==> src/rtl/reg_bank4_wr.sv <==
// Four-entry register bank written through a one-hot select, with two registered
// read ports, optional write-to-read bypass and policing of malformed selects.
module reg_bank4_wr #(
  parameter int WIDTH  = 64,
  parameter bit BYPASS = 1'b1
) (
  input  logic             clk,
  input  logic             reset_n,
  input  logic [3:0]       wr_sel,
  input  logic [WIDTH-1:0] wr_data,
  input  logic             rd_en_a,
  input  logic [1:0]       rd_addr_a,
  input  logic             rd_en_b,
  input  logic [1:0]       rd_addr_b,
  output logic [WIDTH-1:0] rd_data_a,
  output logic             rd_vld_a,
  output logic [WIDTH-1:0] rd_data_b,
  output logic             rd_vld_b,
  output logic [3:0]       written,
  output logic             sel_err,
  output logic [3:0]       err_cnt
);

  function automatic logic is_onehot(input logic [3:0] s);
    return (s != 4'd0) && ((s & (s - 4'd1)) == 4'd0);
  endfunction

  function automatic logic [3:0] sat_inc(input logic [3:0] c);
    return (c == 4'hF) ? c : c + 4'd1;
  endfunction

  logic [WIDTH-1:0] mem_p0 [4];
  logic             wr_onehot_p0;
  logic             wr_multi_p0;
  logic [WIDTH-1:0] rd_next_a_p0;
  logic [WIDTH-1:0] rd_next_b_p0;

  logic [WIDTH-1:0] rd_data_a_p1;
  logic [WIDTH-1:0] rd_data_b_p1;
  logic             vld_a_p1;
  logic             vld_b_p1;
  logic [3:0]       written_p1;
  logic             sel_err_p1;
  logic [3:0]       err_cnt_p1;

  // Stage 0: classify the select and choose read sources (bypass only on a legal write)
  always_comb begin
    wr_onehot_p0 = is_onehot(wr_sel);
    wr_multi_p0  = (wr_sel != 4'd0) && !wr_onehot_p0;
    rd_next_a_p0 = mem_p0[rd_addr_a];
    rd_next_b_p0 = mem_p0[rd_addr_b];
    if (BYPASS && wr_onehot_p0 && wr_sel[rd_addr_a])
      rd_next_a_p0 = wr_data;
    if (BYPASS && wr_onehot_p0 && wr_sel[rd_addr_b])
      rd_next_b_p0 = wr_data;
  end

  always_ff @(posedge clk or negedge reset_n) begin
    if (!reset_n) begin
      for (int i = 0; i < 4; i++)
        mem_p0[i] <= '0;
    end else if (wr_onehot_p0) begin
      for (int i = 0; i < 4; i++)
        if (wr_sel[i])
          mem_p0[i] <= wr_data;
    end
  end

  // Stage 1: registered read ports and error/status tracking
  always_ff @(posedge clk or negedge reset_n) begin
    if (!reset_n) begin
      rd_data_a_p1 <= '0;
      rd_data_b_p1 <= '0;
      vld_a_p1     <= 1'b0;
      vld_b_p1     <= 1'b0;
    end else begin
      vld_a_p1 <= rd_en_a;
      vld_b_p1 <= rd_en_b;
      if (rd_en_a)
        rd_data_a_p1 <= rd_next_a_p0;
      if (rd_en_b)
        rd_data_b_p1 <= rd_next_b_p0;
    end
  end

  always_ff @(posedge clk or negedge reset_n) begin
    if (!reset_n) begin
      written_p1 <= 4'd0;
      sel_err_p1 <= 1'b0;
      err_cnt_p1 <= 4'd0;
    end else begin
      if (wr_onehot_p0)
        written_p1 <= written_p1 | wr_sel;
      if (wr_multi_p0) begin
        sel_err_p1 <= 1'b1;
        err_cnt_p1 <= sat_inc(err_cnt_p1);
      end
    end
  end

  assign rd_data_a = rd_data_a_p1;
  assign rd_data_b = rd_data_b_p1;
  assign rd_vld_a  = vld_a_p1;
  assign rd_vld_b  = vld_b_p1;
  assign written   = written_p1;
  assign sel_err   = sel_err_p1;
  assign err_cnt   = err_cnt_p1;

endmodule

==> config.mk <==
export PLATFORM = sky130hd
export DESIGN_NAME = reg_bank4_wr
export DESIGN_NICKNAME = d
export VERILOG_FILES = /design/src/rtl/reg_bank4_wr.sv
export SDC_FILE = /design/constraint.sdc
export NUM_CORES = 1
export LEC_CHECK = 0
export CORE_ASPECT_RATIO = 1.2
export CORE_UTILIZATION = 35
export CTS_BUF_LIST = sky130_fd_sc_hd__clkbuf_8
export CTS_CLUSTER_SIZE = 14
export DETAILED_ROUTE_END_ITERATION = 8
export PLACE_DENSITY = 0.61
export REMOVE_ABC_BUFFERS = 1
export SETUP_SLACK_MARGIN = 0.4
export SYNTH_ARGS = -nofsm -noshare
export SYNTH_HDL_FRONTEND = slang
export SYNTH_SLANG_ARGS = --single-unit
==> constraint.sdc <==
create_clock -name clk -period 1.1 [get_ports clk]
set_input_delay 0.165 -clock clk [delete_from_list [all_inputs] [get_ports clk]]
set_output_delay 0.165 -clock clk [all_outputs]
set_load 0.01 [all_outputs]
# ---- Yosys cells after proc, flatten, opt, wreduce, memory -nomap -nowiden
# Cells that the tools add are included.
dict set report word_totals {
  out_inout_bits 139
  ff_bits 395
  input_bits 76
  elab_cells 47
}
dict set report op_classes {
  n_eq_ne 1
  reduce_logical 12
  n_mux 12
  add_sub_neg 2
  order_cmp 4
  bitwise 5
}
# operator count
set op_table {}
lappend op_table {{two-way mux 64 bit} 6}
lappend op_table {{binary-select mux 64 bit (select 2 bit)} 2}
lappend op_table {{AND reduction 2 bit} 5}
lappend op_table {{greater-or-equal comparator 3 bit (second input constant)} 2}
lappend op_table {{less-than comparator 2 x 3 -> 1 bit (second input constant)} 2}
lappend op_table {{inverter 2 -> 3 bit} 2}
lappend op_table {{adder 4 x 1 -> 4 bit (second input constant)} 1}
lappend op_table {{AND 4 bit} 1}
lappend op_table {{binary-select mux 1 bit (select 2 bit)} 2}
lappend op_table {{equality test 4 bit (second input constant)} 1}
lappend op_table {{logical AND 1 bit} 4}
lappend op_table {{logical NOT 4 bit} 1}
lappend op_table {{bitwise OR 4 bit} 1}
lappend op_table {{nonzero test 4 bit} 1}
lappend op_table {{subtractor 4 x 1 -> 4 bit (second input constant)} 1}
lappend op_table {{two-way mux 1 bit} 2}
lappend op_table {{logical NOT 1 bit} 1}
lappend op_table {{inverter 1 bit} 1}

# ---- Logic depth before layout (Yosys ltp)
dict set report logic_depth {
  depth_word 7
  ltp_mapped 9
  ltp_nobuf 5
}

# ---- Least setup slack after synthesis
# No wires, ideal clock.
dict set report synth_path {
  kind {input to register}
  start {input port wr_sel[3]}
  end {register mem_p0[182] (netlist name)}
  setup_time_ns 0.125
  path_buffers 3
  stages 6
  arrival_ns 1.617
  required_time_ns 0.975
  slack_ns -0.641
  path_cell_list {buf_2 -> or2_2 -> nor3b_1 -> buf_2 -> buf_2 -> mux2_2}
}
dict set report synth_between {
  elab_chain_cells 5
  elab_cells_between_ends 6
  classes_between {add/sub (1); bitwise (1); reduce/logical (4)}
}
# item line_no
set synth_rtl {}
lappend synth_rtl {{start, declared} 9} ;# input logic [3:0] wr_sel,
lappend synth_rtl {{subtractor 4 x 1 -> 4 bit} 25} ;# return (s != 4'd0) && ((s & (s - 4'd1)) == 4'd0);
lappend synth_rtl {{AND 4 bit} 25}
lappend synth_rtl {{logical NOT 4 bit} 25}
lappend synth_rtl {{logical AND 1 bit *} 25}
lappend synth_rtl {{AND reduction 2 bit (no source line) *} --}
lappend synth_rtl {{end signal, assigned by index} 65} ;# mem_p0[i] <= wr_data;
lappend synth_rtl {{end, declared} 32} ;# logic [WIDTH-1:0] mem_p0 [4];
# Every way passes the cells marked *; elsewhere a longest branch is shown, timed or not.
# A chain may end at the register's enable or synchronous reset.

# ---- Final worst setup path
dict set report layout_path {
  start {register rd_data_b_p1[23] (netlist: rd_data_b[23])}
  end {output port rd_data_b[23]}
}
# item line_no
set layout_lines {}
lappend layout_lines {{start, declared} 39} ;# logic [WIDTH-1:0] rd_data_b_p1;
lappend layout_lines {{start signal, assigned} 82} ;# rd_data_b_p1 <= rd_next_b_p0;
lappend layout_lines {{end, declared} 17} ;# output logic [WIDTH-1:0] rd_data_b,
# No word-level cell between the ends.

==> out/metrics.yaml <==
status: "finished with violations"
violations: "setup timing"
cts_root_buf: "clkbuf_8"
cp_slowest_stage_delay_ps: 430
synth_area_um2: 19000
fill_cells: 4316
grt_pass1_wl_um: 106000
cp_cell_sequence: "buf_2"
antenna_found_initial: 2
max_slew.worst_pin.slew_ps: 1040
fin_skew_ps: 15.2
rsz0062_at_grt: "true"
crit_family: "flip-flops"
drt_iter0_markers: 1162
synth_flop_cell: "dfrtp_1"
initial_core_util_pct: 35.5
hpwl_um: 39600
period_needed_ps: 1420
die_area_um2: 55300
finalCritPeriodShare_pct: 129
clock-sinks: 395
seqPwrFrac_pct: 40.1
num_rows: 93
power.switching_w: 0.0150
cts_tree: "yes"
ant_nets: 0
yosys_warnings: 0
critical_path_arrival_ps: 1250
layout_common_cells: "395 x dfrtp_1, 303 x buf_4, 211 x mux2_4"
grt_max_degree: 87
wl_per_cell_um: 24.9
clk_pin_slew_ps: 70
intPower_w: 0.0347
layout_commonest_cell: "dfrtp_1"
drv_slew: 0
yosysSeqAreaShare_pct: 51.9
async_reset_ff_share_pct: 100
die_h_um: 257
power_leakage_nw: 13.5
clock_latency_ps: 650
synth_edf_count: 0
min_path_cells: 3
max_cap_violations: 0
power.density_nw_per_um2: 1660
synth.distinct_cells: 39
drt_wl_total_um: 75100
portBuffers: 214
hp-class: "input pin to flop"
dr.pass1.iters: 5
cts_buffer_depth: 3
relSlewSlack_pct: 30.3
grt_pass1_vias: 17643
dr_total_vias: 17087
synth_cells: 1614
place_congestion: 0.800
io_pins: 215
ir_worst_vdd_v: 0.00102
crit_required_ps: 940
clock_power_share_pct: 27.9
crit_slowest_cell: "dfrtp_1"
worstRegToRegCells: 4
coreArea_um2: 53600
cp_num_cells: 1
numCtsBuffers: 68
drcViolationCount: 0
setup_viol: 658
synth-seq-cells: 395
swShare_pct: 30.2
critPathLaunchType: "flop"
pre_cts_ws_ps: -1330
nets: 2325
drive_gt1_share_pct: 53.4
grt.overflow.total: 0
dp.cells: 2706
pwr-share-comb_pct: 32.0
fmax_ghz: 0.707
area_delta_synth_final_pct: 57.1
finalNonFillerCells: 3012
critical_path_class: "flop to output pin"
hold_viol: 0
worstSetupEndpointType: "output pin"
worst_slack_ps: -315
path_buf_inv: 1
track_usage_pct: 24.8
syn_avg_cell_area_um2: 11.8
htreeDepth: 3
die_w_um: 215
vias_per_cell: 5.67
worstPathMaxFanout: 2
## path summary, 6_finish.rpt
path                       slack [ps]             to     startpoint
max                              -320  rd_data_b[23]  rd_data_b[23]
min                               150       rd_vld_b        rd_en_b
max reg2reg                      -220   rd_data_a[6]     mem_p0[70]
min reg2reg                       460     written[3]     written[3]
max in group asynchronous        -190   rd_data_b[1]        reset_n
min in group asynchronous         240    mem_p0[110]        reset_n
## power by group through the flow
| stage | Clock (W) | Combinational (W) | Sequential, W |
|---|---|---|---|
| 2_1_floorplan | 0 | 0.00512 | 0.0198 |
| 3_3_place_gp | 0 | 0.0122 | 0.0197 |
| 3_5_place_dp | 0 | 0.0125 | 0.0198 |
| 4_1_cts | 0.0140 | 0.0135 | 0.0198 |
| 5_1_grt | 0.0147 | 0.0169 | 0.0202 |
| 6_report | 0.0139 | 0.0159 | 0.0199 |
## synthesized netlist by cell type, drive strengths merged (4+ instances only)
library cell  instances  area (µm²)
dfrtp               395        9880
mux2                321        3610
nand2               131         492
a21oi               130         651
clkbuf               80         300
buf                  68         344
nor2                 66         250
o21ai                65         325
a211oi               64         480
a221o                64         641
a221oi               64         561
a22o                 64         561
mux2i                64         641
nor3b                 6        45.0
or2                   6        37.5
nor3                  4        25.0
## cells by family (layout without fill, tap and decap cells)
group / count (synthesis) / after routing / synth area share, %
AOI/OAI and AO/OA: 457 / 457 / 17.2
xor gates and xnor gates: 1 / 1 / 0.0460
adders and majority gates: 2 / 2 / 0.118
buffers and inverters: 150 / 833 / 3.42
DFF: 395 / 395 / 51.9
muxes: 385 / 385 / 22.4
other: 0 / 2 / 0
and+or+nand+nor: 224 / 225 / 4.96
## final cells by class
class                           instances  area (µm²)  share of cell area (%)
Inverter                                2        7.51                  0.0251
Clock buffer                           86        1180                    3.96
Antenna cell                            2        5.00                  0.0167
Multi-Input combinational cell       1070       10200                    34.3
Tap cell                              712         891                    2.98
Timing Repair Buffer                  711        7470                    25.0
Clock inverter                         34         210                   0.703
Sequential cell                       395        9880                    33.1
## metrics by stage
step / cell area, µm² / power [W] / utilization [%] / hold slack, ps / TNS, ps
floorplan: 18400 / 0.0250 / - / -131 / -1559300
global placement: 24500 / 0.0319 / 45.7 / 4.89 / -434380
detailed placement: 24500 / 0.0324 / 45.7 / 4.05 / -455920
CTS: 27500 / 0.0473 / 51.2 / 69.9 / -84470
global route: 29900 / 0.0518 / 55.7 / 129 / -129290
finish: 29900 / 0.0496 / 55.7 / 154 / -93930
## flip-flops by register name (all words and copies together), names as in the netlist
| name | flops |
|---|---|
| rd_vld_b | 1 |
| sel_err | 1 |
| rd_vld_a | 1 |
| err_cnt | 4 |
| rd_data_a | 64 |
| written | 4 |
| rd_data_b | 64 |
| mem_p0 | 256 |
## repair_timing
action | CTS | global route
setup buffers | 86 | 50
pin swaps | 129 | 36
endpoints found under the setup margin | 532 | 927
hold buffers | 1 | 1
hold endpoints to repair | 395 | 395
resized for setup | 808 | 338
gates cloned | 19 | 28
## routing by layer
metal  vias to the layer above  part of all wire (%)  track usage (%)
li1                       7364                     -                -
met1                      8867                    42             31.7
met2                       676                    48             41.2
met3                       180                   6.4             3.90
met4                         0                   3.8             11.1
met5                         -                     0                0
Power figures use the tool's default switching activity.
